`src/rtl/concat_if_pkg.sv`:
```
// concat_if_pkg: shared helpers for the concat_if_stream slice.
//   concat_w  - width of the {a,b,c} concatenation
//   lvl_w     - width of an occupancy counter able to hold 0..DEPTH
//   fit_width - resize a zero-extended value to a target width
//               (MSB zero-extension or low-bit truncation)
package concat_if_pkg;

  function automatic int unsigned concat_w(input int unsigned a_w,
                                           input int unsigned b_w,
                                           input int unsigned c_w);
    return a_w + b_w + c_w;
  endfunction

  function automatic int unsigned lvl_w(input int unsigned depth);
    return $clog2(depth) + 1;
  endfunction

  // Caller passes the value already zero-extended to 64 bits, so widening is
  // implicit; masking keeps only the low 'width' bits for the narrowing case.
  function automatic logic [63:0] fit_width(input logic [63:0]   value,
                                            input int unsigned   width);
    logic [63:0] mask;
    mask = (width >= 64) ? '1 : ((64'd1 << width) - 64'd1);
    return value & mask;
  endfunction

endpackage

```
`src/rtl/concat_if_fifo.sv`:
```
// concat_if_fifo: generic DEPTH x WIDTH synchronous FIFO.
//   clk, rst_n         - clock, asynchronous active-low reset
//   wr_en / wr_data    - write request and data (ignored while full)
//   rd_en / rd_data    - read request (ignored while empty), head entry
//   full, empty, level - occupancy status
// Storage is not reset; pointers wrap modulo DEPTH (DEPTH is a power of two).
module concat_if_fifo
  import concat_if_pkg::*;
#(
  parameter int unsigned WIDTH = 8,
  parameter int unsigned DEPTH = 4
) (
  input  logic                      clk,
  input  logic                      rst_n,
  input  logic                      wr_en,
  input  logic [WIDTH-1:0]          wr_data,
  input  logic                      rd_en,
  output logic [WIDTH-1:0]          rd_data,
  output logic                      full,
  output logic                      empty,
  output logic [lvl_w(DEPTH)-1:0]   level
);

  localparam int unsigned PTR_W = $clog2(DEPTH);
  localparam int unsigned LVL_W = lvl_w(DEPTH);

  logic [WIDTH-1:0] mem_q [DEPTH];
  logic [PTR_W-1:0] wr_ptr_q, wr_ptr_d;
  logic [PTR_W-1:0] rd_ptr_q, rd_ptr_d;
  logic [LVL_W-1:0] level_q, level_d;
  logic             push, pop;

  assign full  = (level_q == LVL_W'(DEPTH));
  assign empty = (level_q == '0);
  assign push  = wr_en && !full;
  assign pop   = rd_en && !empty;
  assign level = level_q;
  assign rd_data = mem_q[rd_ptr_q];

  always_comb begin
    wr_ptr_d = wr_ptr_q;
    rd_ptr_d = rd_ptr_q;
    level_d  = level_q;
    if (push) wr_ptr_d = wr_ptr_q + PTR_W'(1);
    if (pop)  rd_ptr_d = rd_ptr_q + PTR_W'(1);
    case ({push, pop})
      2'b10:   level_d = level_q + LVL_W'(1);
      2'b01:   level_d = level_q - LVL_W'(1);
      default: level_d = level_q;
    endcase
  end

  always_ff @(posedge clk or negedge rst_n) begin
    if (!rst_n) begin
      wr_ptr_q <= '0;
      rd_ptr_q <= '0;
      level_q  <= '0;
    end else begin
      wr_ptr_q <= wr_ptr_d;
      rd_ptr_q <= rd_ptr_d;
      level_q  <= level_d;
    end
  end

  always_ff @(posedge clk) begin
    if (push) mem_q[wr_ptr_q] <= wr_data;
  end

endmodule

```
`src/rtl/concat_if_stream.sv`:
```
// concat_if_stream: streaming concat / condition-select block.
//   in_valid/in_ready, in_a/in_b/in_c, in_cond - input beat and handshake
//   out_valid/out_ready, out_concat, out_sel   - buffered head entry
//   cnt_clr, cnt_hit                           - saturating cond=1 push count
//   level                                      - FIFO occupancy
// Optional macro CONCAT_IF_STREAM_PARITY_EN adds in_par_inj (invert stored
// parity on push) and out_par (even parity of the head {concat, sel}).
module concat_if_stream
  import concat_if_pkg::*;
#(
  parameter int unsigned A_W   = 4,
  parameter int unsigned B_W   = 4,
  parameter int unsigned C_W   = 8,
  parameter int unsigned DEPTH = 4,
  parameter int unsigned CNT_W = 8
) (
  input  logic                              clk,
  input  logic                              rst_n,
  input  logic                              in_valid,
  output logic                              in_ready,
  input  logic [A_W-1:0]                    in_a,
  input  logic [B_W-1:0]                    in_b,
  input  logic [C_W-1:0]                    in_c,
  input  logic                              in_cond,
  output logic                              out_valid,
  input  logic                              out_ready,
  output logic [concat_w(A_W,B_W,C_W)-1:0]  out_concat,
  output logic [C_W-1:0]                    out_sel,
  input  logic                              cnt_clr,
  output logic [CNT_W-1:0]                  cnt_hit,
`ifdef CONCAT_IF_STREAM_PARITY_EN
  input  logic                              in_par_inj,
  output logic                              out_par,
`endif
  output logic [lvl_w(DEPTH)-1:0]           level
);

  localparam int unsigned CONCAT_W = concat_w(A_W, B_W, C_W);
`ifdef CONCAT_IF_STREAM_PARITY_EN
  localparam int unsigned PAR_W = 1;
`else
  localparam int unsigned PAR_W = 0;
`endif
  localparam int unsigned ENTRY_W = CONCAT_W + C_W + PAR_W;

  logic [CONCAT_W-1:0] concat;
  logic [C_W-1:0]      ab_fit;
  logic [C_W-1:0]      sel;
  logic [ENTRY_W-1:0]  wr_data;
  logic [ENTRY_W-1:0]  rd_data;
  logic                full;
  logic                empty;
  logic                push;
  logic [CNT_W-1:0]    cnt_hit_q, cnt_hit_d;

  assign concat = {in_a, in_b, in_c};
  assign ab_fit = C_W'(fit_width(64'({in_a, in_b}), C_W));
  assign sel    = in_cond ? in_c : ab_fit;

  assign in_ready  = !full;
  assign out_valid = !empty;
  assign push      = in_valid && in_ready;

`ifdef CONCAT_IF_STREAM_PARITY_EN
  assign wr_data = {(^{concat, sel}) ^ in_par_inj, concat, sel};
  assign {out_par, out_concat, out_sel} = rd_data;
`else
  assign wr_data = {concat, sel};
  assign {out_concat, out_sel} = rd_data;
`endif

  concat_if_fifo #(
    .WIDTH (ENTRY_W),
    .DEPTH (DEPTH)
  ) u_fifo (
    .clk     (clk),
    .rst_n   (rst_n),
    .wr_en   (in_valid),
    .wr_data (wr_data),
    .rd_en   (out_ready),
    .rd_data (rd_data),
    .full    (full),
    .empty   (empty),
    .level   (level)
  );

  // Clear has priority over a same-edge increment.
  always_comb begin
    cnt_hit_d = cnt_hit_q;
    if (cnt_clr) begin
      cnt_hit_d = '0;
    end else if (push && in_cond && (cnt_hit_q != '1)) begin
      cnt_hit_d = cnt_hit_q + CNT_W'(1);
    end
  end

  always_ff @(posedge clk or negedge rst_n) begin
    if (!rst_n) cnt_hit_q <= '0;
    else        cnt_hit_q <= cnt_hit_d;
  end

  assign cnt_hit = cnt_hit_q;

endmodule

```
`config.mk`:
```
export PLATFORM = sky130hd
export DESIGN_NAME = concat_if_stream
export DESIGN_NICKNAME = d
export VERILOG_FILES = /design/src/rtl/concat_if_pkg.sv /design/src/rtl/concat_if_fifo.sv /design/src/rtl/concat_if_stream.sv
export SDC_FILE = /design/constraint.sdc
export NUM_CORES = 1
export LEC_CHECK = 0
export CAP_MARGIN = 30
export CORE_MARGIN = 3
export CORE_UTILIZATION = 40
export CTS_BUF_LIST = sky130_fd_sc_hd__clkbuf_8
export CTS_CLUSTER_SIZE = 20
export DETAILED_ROUTE_END_ITERATION = 7
export DONT_BUFFER_PORTS = 1
export MAX_ROUTING_LAYER = met4
export SYNTH_ARGS = -nofsm -noshare
export SYNTH_HDL_FRONTEND = slang
export SYNTH_SLANG_ARGS = --single-unit
```
`constraint.sdc`:
```
create_clock -name clk -period 4.9 [get_ports clk]
set_input_delay 0.735 -clock clk [delete_from_list [all_inputs] [get_ports clk]]
set_output_delay 0.735 -clock clk [all_outputs]
set_load 0.02 [all_outputs]
```
## Yosys cells after proc, flatten, opt, wreduce, memory -nomap -nowiden

Memory sizes are Yosys's and may differ from the RTL's.
Cells that the tools add are included.

- Bits in registers: 15
- RAM bits: 96
- Word-level logic and storage cells: 29
- Memories: 1

Memory list:

| memory | words | width | rd ports | clocked after memory_dff | wr ports | RTL line | text |
|---|---|---|---|---|---|---|---|
| u_fifo.mem_q | 4 | 24 | 1 | 0 | 1 | concat_if_fifo.sv:27 | `logic [WIDTH-1:0] mem_q [DEPTH];` |

- Add/sub/neg operators: 5
- Equal/unequal tests: 4
- Multiplexer cells: 6
- Reductions and logical operators: 9

Operators with widths:

| cell | number |
|---|---|
| $mux W8 | 3 |
| $add A8 B1 Y8 const B | 1 |
| $ne A8 B8 Y1 const B | 1 |
| $pmux W3 S2 | 1 |
| $add A2 B1 Y2 const B | 2 |
| $logic_and A1 B1 Y1 | 4 |
| $reduce_bool A2 Y1 | 2 |
| $add A3 B1 Y3 const B | 1 |
| $eq A3 B3 Y1 const B | 1 |
| $logic_not A3 Y1 | 1 |
| $sub A3 B1 Y3 const B | 1 |
| $eq A2 B1 Y1 const B | 1 |
| $eq A2 B2 Y1 const B | 1 |
| $logic_not A1 Y1 | 2 |
| $mux W1 | 2 |

## Logic depth before layout (Yosys ltp)

Gate-level depths: netlist (run 1).

- Word-level depth: 7
- Mapped depth: 9
- Gate-level depth less buffers: 8

## Modules after synthesis

From an unflattened synthesis (run 1), not the netlist that was laid out.

- Cells, all modules: 222
- Area, all modules: 4516.8 um2

Modules (own cells, without submodules):

| module | times used | cells each | area each (um2) | seq. area each (um2) |
|---|---|---|---|---|
| concat_if_fifo | 1 | 163 | 3933.8 | 3057.9 |
| concat_if_stream | 1 | 59 | 583.1 | 200.2 |

## Least setup slack after synthesis (run 1)

Ideal clock, no wire load.

- Path kind: reg-to-output
- Start point: register u_fifo.rd_ptr_q[0]
- End point: output out_concat[0]
- Data arrival time: 1441 ps
- Data required time: 4165 ps
- Slack: 2724 ps
- Stages on the path, launching flop included: 4
- Cell sequence: dfrtp_1 buf_2 buf_2 mux4_2

- Longest elaborated chain between the ends: 1

RTL lines:

| item | RTL line | text |
|---|---|---|
| start, declared | concat_if_fifo.sv:29 | `logic [PTR_W-1:0] rd_ptr_q, rd_ptr_d;` |
| start signal, assigned | concat_if_fifo.sv:60 | `rd_ptr_q <= rd_ptr_d;` |
| $mem_v2 Z4 W24 | - |  |
| end, declared | concat_if_stream.sv:27 | `output logic [concat_w(A_W,B_W,C_W)-1:0] out_concat,` |

No other way between the ends.

## Worst setup path after layout (run 1)

- Start point: register u_fifo.rd_ptr_q[0]
- End point: output out_concat[3]

Same word-level chain as after synthesis.

==> flow_summary.ini, run 1 <==
[global_routing]
grt_pass1_vias = 2125
gr-total-overflow = 0
antenna_found_initial = 0
grt_max_degree = 27
grt_pass1_wl_mm = 12.2
grt_usage = 0.134

[routing]
drtPass1Iterations = 4
drc = 0
drtIter0Drc = 64
vias_per_cell = 5.37
detail-route-antenna-nets = 0
wl_per_cell_um = 21.2
totalWireLength_mm = 7.73
vias = 1956

[floorplanning]
die_width_um = 111
core_region_area_mm2 = 0.0106
io_pins = 59
die_h_um = 111
rows = 37
dieArea_mm2 = 0.0124
start_util = 0.421

[synthesis]
synth_top_cell_area_share = 0.649
avgSynthCellArea_um2 = 20.2
synthAdderAreaFrac = 0.0214
synth_largest_area_cell = edfxtp_1
synth_top_family_by_area = multiplexers
synth_area_mm2 = 0.00444
synth-async-reset-ratio = 0.135
synth-main-ff-cell = edfxtp_1
synth_xor_area_frac = 0.0118
ys_top_cells_by_area = edfxtp_1, mux4_2, dfrtp_1, mux2_2, ha_1
syn_nets = 249
synth-simple-area-share = 0.0484
synth_compound_area_frac = 0.0189
synth.area.mux_share = 0.151
ys_ff_latch = 111
synth_cell_type_count = 35
yosysWarnings = 0
synthCells = 220
synth_edf_count = 96
yosysSeqAreaShare = 0.733

[cts]
clk_pin_slew_ns = 0.11
cts.repair.resized = 0
clk_path_buf_depth = 2
postCtsSetupBuffers = 0
tritoncts = built
h-tree-depth = 3
cts_inserted_buffers = 9
clk_latency_ns = 0.37
root_buffer = clkbuf_8
clock_sinks = 111
hold_buffers = 0

[timing]
grt_setup_unrepaired = false
worst_slew_pin_slew_ns = 0.902
holdWs_ns = 0.0417
slew_headroom = 0.399
setup_slack_ns = 2.11
finalSetupViolations = 0
fin_crit_ns = 2.79
max_freq_mhz = 359
worst_clock_skew_ns = 0.0124
finalCritPeriodShare = 0.569
drv_slew = 0
hold_violations = 0
tns_ns = 0

[power_and_ir_drop]
power_density_mw_per_mm2 = 565
p_total_mw = 2.70
intPower_mw = 1.78
combPwrFrac = 0.273
ir_worst_vdd_v = 0.000329
static-leakage-power_nw = 1.59
clkPwrFrac = 0.211
p_sw_frac = 0.341
p_seq_frac = 0.516
p_sw_uw = 923

[worst_setup_path]
crit_path_end_kind = output port
slowest_stage = dfrtp_2
max_stage_delay_ns = 0.98
critPathTopFamily = flip-flops
crit_type = flip-flop to output port
arrival_ns = 2.05
start_kind = flip-flop
worst-path-buf-inv = 0
crit_fanout = 26
crit_required_ns = 4.16
worstPathCellList = mux4_2

[finish]
layout_commonest_cell = edfxtp_1
stdcell_count = 364
antenna_cells = 0
area_growth_pct = 7.77
layout-drive-gt1-share = 0.272
mostFrequentLayoutCells = edfxtp_1, mux4_2, dfrtp_1
fin_nets = 252

[placed_design]
place_ws_ns = 2.44
io_buffers = 0
place_congestion = 0.684
post-place-cells = 348
hpwlAfterDp_mm = 4.77

[worst_hold_path]
hold_path.class = input port to asynchronous set/reset pin

[outcome]
outcome = completed

[run]
cap_viol_max_count = 0
## power groups by stage
stage / combinational (mW) / sequential [mW] / clock, mW
after floorplan: 0.705 / 1.32 / 0
after global placement: 0.749 / 1.42 / 0
after detailed placement: 0.758 / 1.43 / 0
after CTS: 0.761 / 1.41 / 0.586
after global routing: 0.794 / 1.43 / 0.628
final: 0.737 / 1.40 / 0.572
## Yosys cell counts (all sizes together) (4+ instances only)
cell / n
edfxtp: 96
and3: 4
inv: 6
mux2: 10
ha: 6
dfrtp: 15
mux4: 24
nor2: 4
buf: 7
nand2: 4
a21oi: 4
## cells by family after synthesis
logic type	Yosys count
AO/OA/AOI/OAI	11
XOR/XNOR	6
adder cells (fa/ha/maj)	7
buffers and inverters	15
flip-flops	111
multiplexers	36
AND/OR/NAND/NOR	34
## cell type report
class / instances / area [um^2]
repair buffers: 1 / 7.51
inverters: 6 / 22.5
flip-flops and latches: 111 / 3260
clock buffers: 9 / 124
fillers: 916 / 5770
well taps: 136 / 170
clock inverters: 7 / 86.3
multi-input cells: 94 / 1120
## worst paths after layout
kind / depth (start not counted) / slack, ns / end / startpoint
max: 1 / 2.11 / out_concat[3] / u_fifo.rd_ptr_q[0]
min: 0 / 0.04 / cnt_hit[1] / rst_n
max reg2reg: 8 / 2.43 / u_fifo.level[2] / u_fifo.level[0]
min reg2reg: 1 / 0.55 / u_fifo.wr_ptr_q[0] / u_fifo.wr_ptr_q[0]
max in group asynchronous: 0 / 4.78 / u_fifo.wr_ptr_q[1] / rst_n
min in group clk: 1 / 0.41 / cnt_hit[3] / cnt_clr
## state kept, by name (all words and copies together) (netlist names)
name / cells
u_fifo.wr_ptr_q: 2
u_fifo.rd_ptr_q: 2
u_fifo.mem_q: 96
u_fifo.level: 3
cnt_hit: 8
## metrics by stage
stage,area (um^2),utilization
CTS,4790,0.454
floorplan,4440,-
detailed placement,4580,0.434
global placement,4580,0.434
finish,4790,0.454
global route,4790,0.454
## routing by layer
layer  track usage  vias to the layer above  wire length [um]
li1              -                      887                 -
met1         0.160                     1009              3220
met2         0.212                       53              3930
met3        0.0549                        7               526
met4        0.0365                        0                56
met5             -                        -                 0
(Power assumes the default switching activity.)
==> run 2, diff against run 1 <==
==> constraint.sdc (replaced) <==
create_clock -name clk -period 2.9 [get_ports clk]
set_input_delay 0.435 -clock clk [delete_from_list [all_inputs] [get_ports clk]]
set_output_delay 0.435 -clock clk [all_outputs]
set_load 0.02 [all_outputs]
==> run 2 against run 1 <==
Sequential power up 64%. Clock power up 49%. Largest cell class unchanged. Combinational power up 79%. Critical path depth up 1. First-iteration DRC count up 22%.
==> flow_summary.ini, run 2 (synthesis gave the netlist of run 1 again) <==
[outcome]
outcome = completed

[floorplanning]
die_width_um = 111
dieArea_mm2 = 0.0124
io_pins = 59
start_util = 0.421
core_region_area_mm2 = 0.0106
die_h_um = 111
rows = 37

[timing]
tns_ns = 0
finalSetupViolations = 0
hold_violations = 0
worst_slew_pin_slew_ns = 0.716
finalCritPeriodShare = 0.859
worst_clock_skew_ns = 0.00922
max_freq_mhz = 401
grt_setup_unrepaired = false
setup_slack_ns = 0.408
slew_headroom = 0.521
fin_crit_ns = 2.49
drv_slew = 0

[worst_setup_path]
crit_type = flip-flop to output port
start_kind = flip-flop
crit_fanout = 18
arrival_ns = 2.06
r2r_setup_slack_ns = 0.66
crit_required_ns = 2.47
crit_path_end_kind = output port

[routing]
vias_per_cell = 5.38
drc = 0
detail-route-antenna-nets = 0
drtPass1Iterations = 4
totalWireLength_mm = 7.61
wl_per_cell_um = 20.7
drtIter0Drc = 78
vias = 1975

[finish]
largest_reg_flops = 96
regMostFlops = u_fifo.mem_q
area_growth_pct = 7.69
post-route-util = 0.453
fillers = 913
layout-drive-gt1-share = 0.273
fin_nets = 255
antenna_cells = 0
mostFrequentLayoutCells = edfxtp_1, mux4_2, dfrtp_1
layout_commonest_cell = edfxtp_1

[run]
cap_viol_max_count = 0

[cts]
clk_pin_slew_ns = 0.11
h-tree-depth = 3
clk_path_buf_depth = 2
postCtsSetupBuffers = 0
cts_inserted_buffers = 9
clock_sinks = 111
tritoncts = built
root_buffer = clkbuf_8
clk_latency_ns = 0.36

[power_and_ir_drop]
ir_worst_vdd_v = 0.000531
power_density_mw_per_mm2 = 935
p_sw_mw = 1.54
clkPwrFrac = 0.191
static-leakage-power_nw = 1.59
intPower_mw = 2.93
p_sw_frac = 0.344
combPwrFrac = 0.295
p_seq_frac = 0.514

[global_routing]
antenna_found_initial = 0
grt_pass1_wl_mm = 12.4
grt_max_degree = 25
grt_usage = 0.134
grt_pass1_vias = 2179
gr-total-overflow = 0

[placed_design]
io_buffers = 0
hpwlAfterDp_mm = 4.80
place_ws_ns = 0.685
place_congestion = 0.689

[worst_hold_path]
hold_path.class = input port to flip-flop
run 2: changes by cell type in the layout (fill, tap and decap cells not counted):
cell / delta
bufinv_16: -1
inv_1: +1
clkinv_4: +1
dlygate4sd3_1: +1
buf_4: +2
inv_8: -1
run 2: area by class of cell:
class                      count  area (um^2)  share of cell area
clock buffer                   9          124              0.0259
clock inverter                 7         57.6              0.0120
inverter                       6         22.5             0.00471
multi-input combinational     94         1120               0.234
sequential                   111         3260               0.681
tap                          136          170              0.0356
timing repair buffer           4         32.5             0.00680
run 2: worst paths after layout:
check	start	end	depth (start not counted)
worst min register to register	u_fifo.rd_ptr_q[1]	u_fifo.rd_ptr_q[1]	1
worst min-delay path	cnt_clr	cnt_hit[3]	1
min in group asynchronous	rst_n	cnt_hit[6]	1
worst max-delay path	u_fifo.rd_ptr_q[0]	out_concat[4]	2
max in group asynchronous	rst_n	u_fifo.rd_ptr_q[0]	1
worst max register to register	u_fifo.level[0]	u_fifo.level[2]	8
run 2: power groups by stage:
stage / registers [mW] / clock network, mW / logic [mW]
final: 2.30 / 0.853 / 1.32
after global routing: 2.35 / 0.949 / 1.44
after CTS: 2.31 / 0.880 / 1.37
after detailed placement: 2.35 / 0 / 1.36
after global placement: 2.34 / 0 / 1.35
after floorplan: 2.23 / 0 / 1.19
run 2: worst max-delay path, stage by stage, from the launching register on:
cell     delay, ns
dfrtp_2       0.76
buf_4         0.33
mux4_2        0.60
run 2: what timing repair did:
item | 4_1_cts | 5_1_grt
endpoints found under the hold margin | 15 | 0
hold buffers | 1 | 0
gates resized for setup | 0 | 0
endpoints found under the setup margin | 0 | 0
run 2: stage by stage:
step	cell area, um^2	hold WS (ns)	total power, mW	cells
after detailed placement	4590	0.140	3.71	350
final	4790	0.113	4.47	367
after floorplan	4440	0.139	3.42	220
after CTS	4790	0.0962	4.56	367
after global routing	4790	0.0794	4.73	367
after global placement	4590	0.140	3.69	350
run 2: layer usage:
metal	GRT usage	part of all wire	vias to the layer above
met1	0.168	0.44	1021
li1	-	-	891
met5	-	0	-
met3	0.0533	0.071	5
met4	0.0268	0.0072	0
met2	0.210	0.49	58
==> run 3, diff against run 2 <==
==> constraint.sdc (replaced) <==
create_clock -name clk -period 2.5 [get_ports clk]
set_input_delay 0.375 -clock clk [delete_from_list [all_inputs] [get_ports clk]]
set_output_delay 0.375 -clock clk [all_outputs]
set_load 0.02 [all_outputs]
==> run 3 against run 2 <==
Combinational power increased by 25%. Critical endpoint is now u_fifo.level[2]. Highest routed layer unchanged. First-iteration DRC count grew 49%. Wire length rose by 0.88%.
==> flow_summary.ini, run 3 (synthesis gave the netlist of run 1 again) <==
[outcome]
outcome = completed

[routing]
vias_per_cell = 5.42
wl_per_cell_um = 20.9
vias = 1994
drtIter0Drc = 116
drc = 0
detail-route-antenna-nets = 0
totalWireLength_mm = 7.68
drtPass1Iterations = 4

[power_and_ir_drop]
power_density_mw_per_mm2 = 1090
ir_worst_vdd_v = 0.000650
clkPwrFrac = 0.193
p_seq_frac = 0.494
intPower_mw = 3.44
static-leakage-power_nw = 1.60
p_sw_frac = 0.346
p_total_mw = 5.27
combPwrFrac = 0.313
p_sw_mw = 1.83

[timing]
drv_slew = 0
worst_slew_pin_slew_ns = 0.727
grt_setup_unrepaired = false
worst_clock_skew_ns = 0.0139
finalCritPeriodShare = 0.878
max_freq_mhz = 456
fin_crit_ns = 2.19
finalSetupViolations = 0
tns_ns = 0
slew_headroom = 0.514
hold_violations = 0

[finish]
layout-drive-gt1-share = 0.276
final_area_mm2 = 0.00481
layout_commonest_cell = edfxtp_1
largest_reg_flops = 96
fin_nets = 256
regMostFlops = u_fifo.mem_q
antenna_cells = 0
mostFrequentLayoutCells = edfxtp_1, mux4_2, dfrtp_1
fillers = 919
stdcell_count = 368
area_growth_pct = 8.33

[cts]
h-tree-depth = 3
root_buffer = clkbuf_8
clk_path_buf_depth = 2
clk_pin_slew_ns = 0.11
clk_latency_ns = 0.37
cts_inserted_buffers = 9
clock_sinks = 111
tritoncts = built

[worst_setup_path]
crit_required_ns = 2.74
worstPathCellList = or3_1 -> and2_1 -> ha_1 -> inv_1 -> fa_1 -> xor2_1 -> nor2_1 -> xor2_1
path_common_cell = xor2_1
arrival_ns = 2.43
slowest_stage = or3_1
crit_fanout = 4
crit_path_end_kind = flip-flop
cp.depth = 8
timing.rr.start = u_fifo.level[1]
r2r_setup_slack_ns = 0.31
r2r_cells = 8
r2r_end = u_fifo.level[2]
startpoint = u_fifo.level[1]
crit_type = flip-flop to flip-flop
worst-path-buf-inv = 1
start_kind = flip-flop
critPathTopFamily = simple AND/OR/NAND/NOR gates
cp-endpoint = u_fifo.level[2]
max_stage_delay_ns = 0.52

[worst_hold_path]
hold_path.class = input port to flip-flop

[placed_design]
place_area_mm2 = 0.00461
post-place-cells = 351
place_congestion = 0.714
hpwlAfterDp_mm = 4.77
io_buffers = 0

[floorplanning]
die_width_um = 111
rows = 37
core_region_area_mm2 = 0.0106
dieArea_mm2 = 0.0124
start_util = 0.421
io_pins = 59
die_h_um = 111

[run]
cap_viol_max_count = 0

[global_routing]
grt_pass1_vias = 2224
grt_pass1_wl_mm = 12.6
grt_usage = 0.136
gr-total-overflow = 0
grt_max_degree = 25
antenna_found_initial = 0
## run 3: worst min path at each step
stage / slack [ns] / cells past startpoint / startpoint / endpoint
global route: 0.03 / 1 / cnt_clr / cnt_hit[3]
detailed placement: 0.08 / 0 / rst_n / u_fifo.level[0]
global placement: 0.08 / 0 / rst_n / u_fifo.level[0]
finish: 0.05 / 1 / cnt_clr / cnt_hit[3]
floorplan: 0.08 / 0 / rst_n / cnt_hit[0]
CTS: 0.03 / 1 / cnt_clr / cnt_hit[3]
## run 3: area by class of cell
| cell class | count | area, um^2 | share of cell area |
|---|---|---|---|
| Timing Repair Buffer | 5 | 52.6 | 0.0109 |
| Sequential cell | 111 | 3260 | 0.677 |
| Multi-Input combinational cell | 94 | 1120 | 0.233 |
| Inverter | 6 | 22.5 | 0.00468 |
| Tap cell | 136 | 170 | 0.0353 |
| Clock buffer | 9 | 124 | 0.0257 |
| Clock inverter | 7 | 66.3 | 0.0138 |
## run 3: routing by layer
metal	track usage	share of wire	vias to the layer above
met1	0.168	0.42	1032
met5	-	0	-
li1	-	-	892
met2	0.213	0.50	60
met3	0.0511	0.075	10
met4	0.0389	0.0095	0
## run 3: worst reg2reg max path, cell delays in order, from the launching register on
cell and delay [ns]:
dfrtp_1 0.49, or3_1 0.52, and2_1 0.25, ha_1 0.21
inv_1 0.08, fa_1 0.18, xor2_1 0.15, nor2_1 0.07
xor2_1 0.14
## run 3: what timing repair did
item	CTS	global route
resized for setup	0	0
hold buffers	1	0
buffers inserted	0	0
endpoints found under the hold margin	15	0
## run 3: stage by stage
stage                     utilization  hold WS, ns  worst slack (ns)
final                           0.456       0.0547             0.306
after global routing            0.456       0.0283             0.191
after CTS                       0.456       0.0256             0.286
after detailed placement        0.437       0.0798             0.326
after global placement          0.437       0.0798             0.342
after floorplan                     -       0.0794             0.342
## run 3: power by group through the flow
| stage | logic (mW) | clock network (mW) | registers, mW |
|---|---|---|---|
| global placement | 1.69 | 0 | 2.64 |
| CTS | 1.72 | 1.06 | 2.61 |
| detailed placement | 1.71 | 0 | 2.66 |
| finish | 1.65 | 1.02 | 2.60 |
| global route | 1.80 | 1.14 | 2.64 |
| floorplan | 1.38 | 0 | 2.58 |
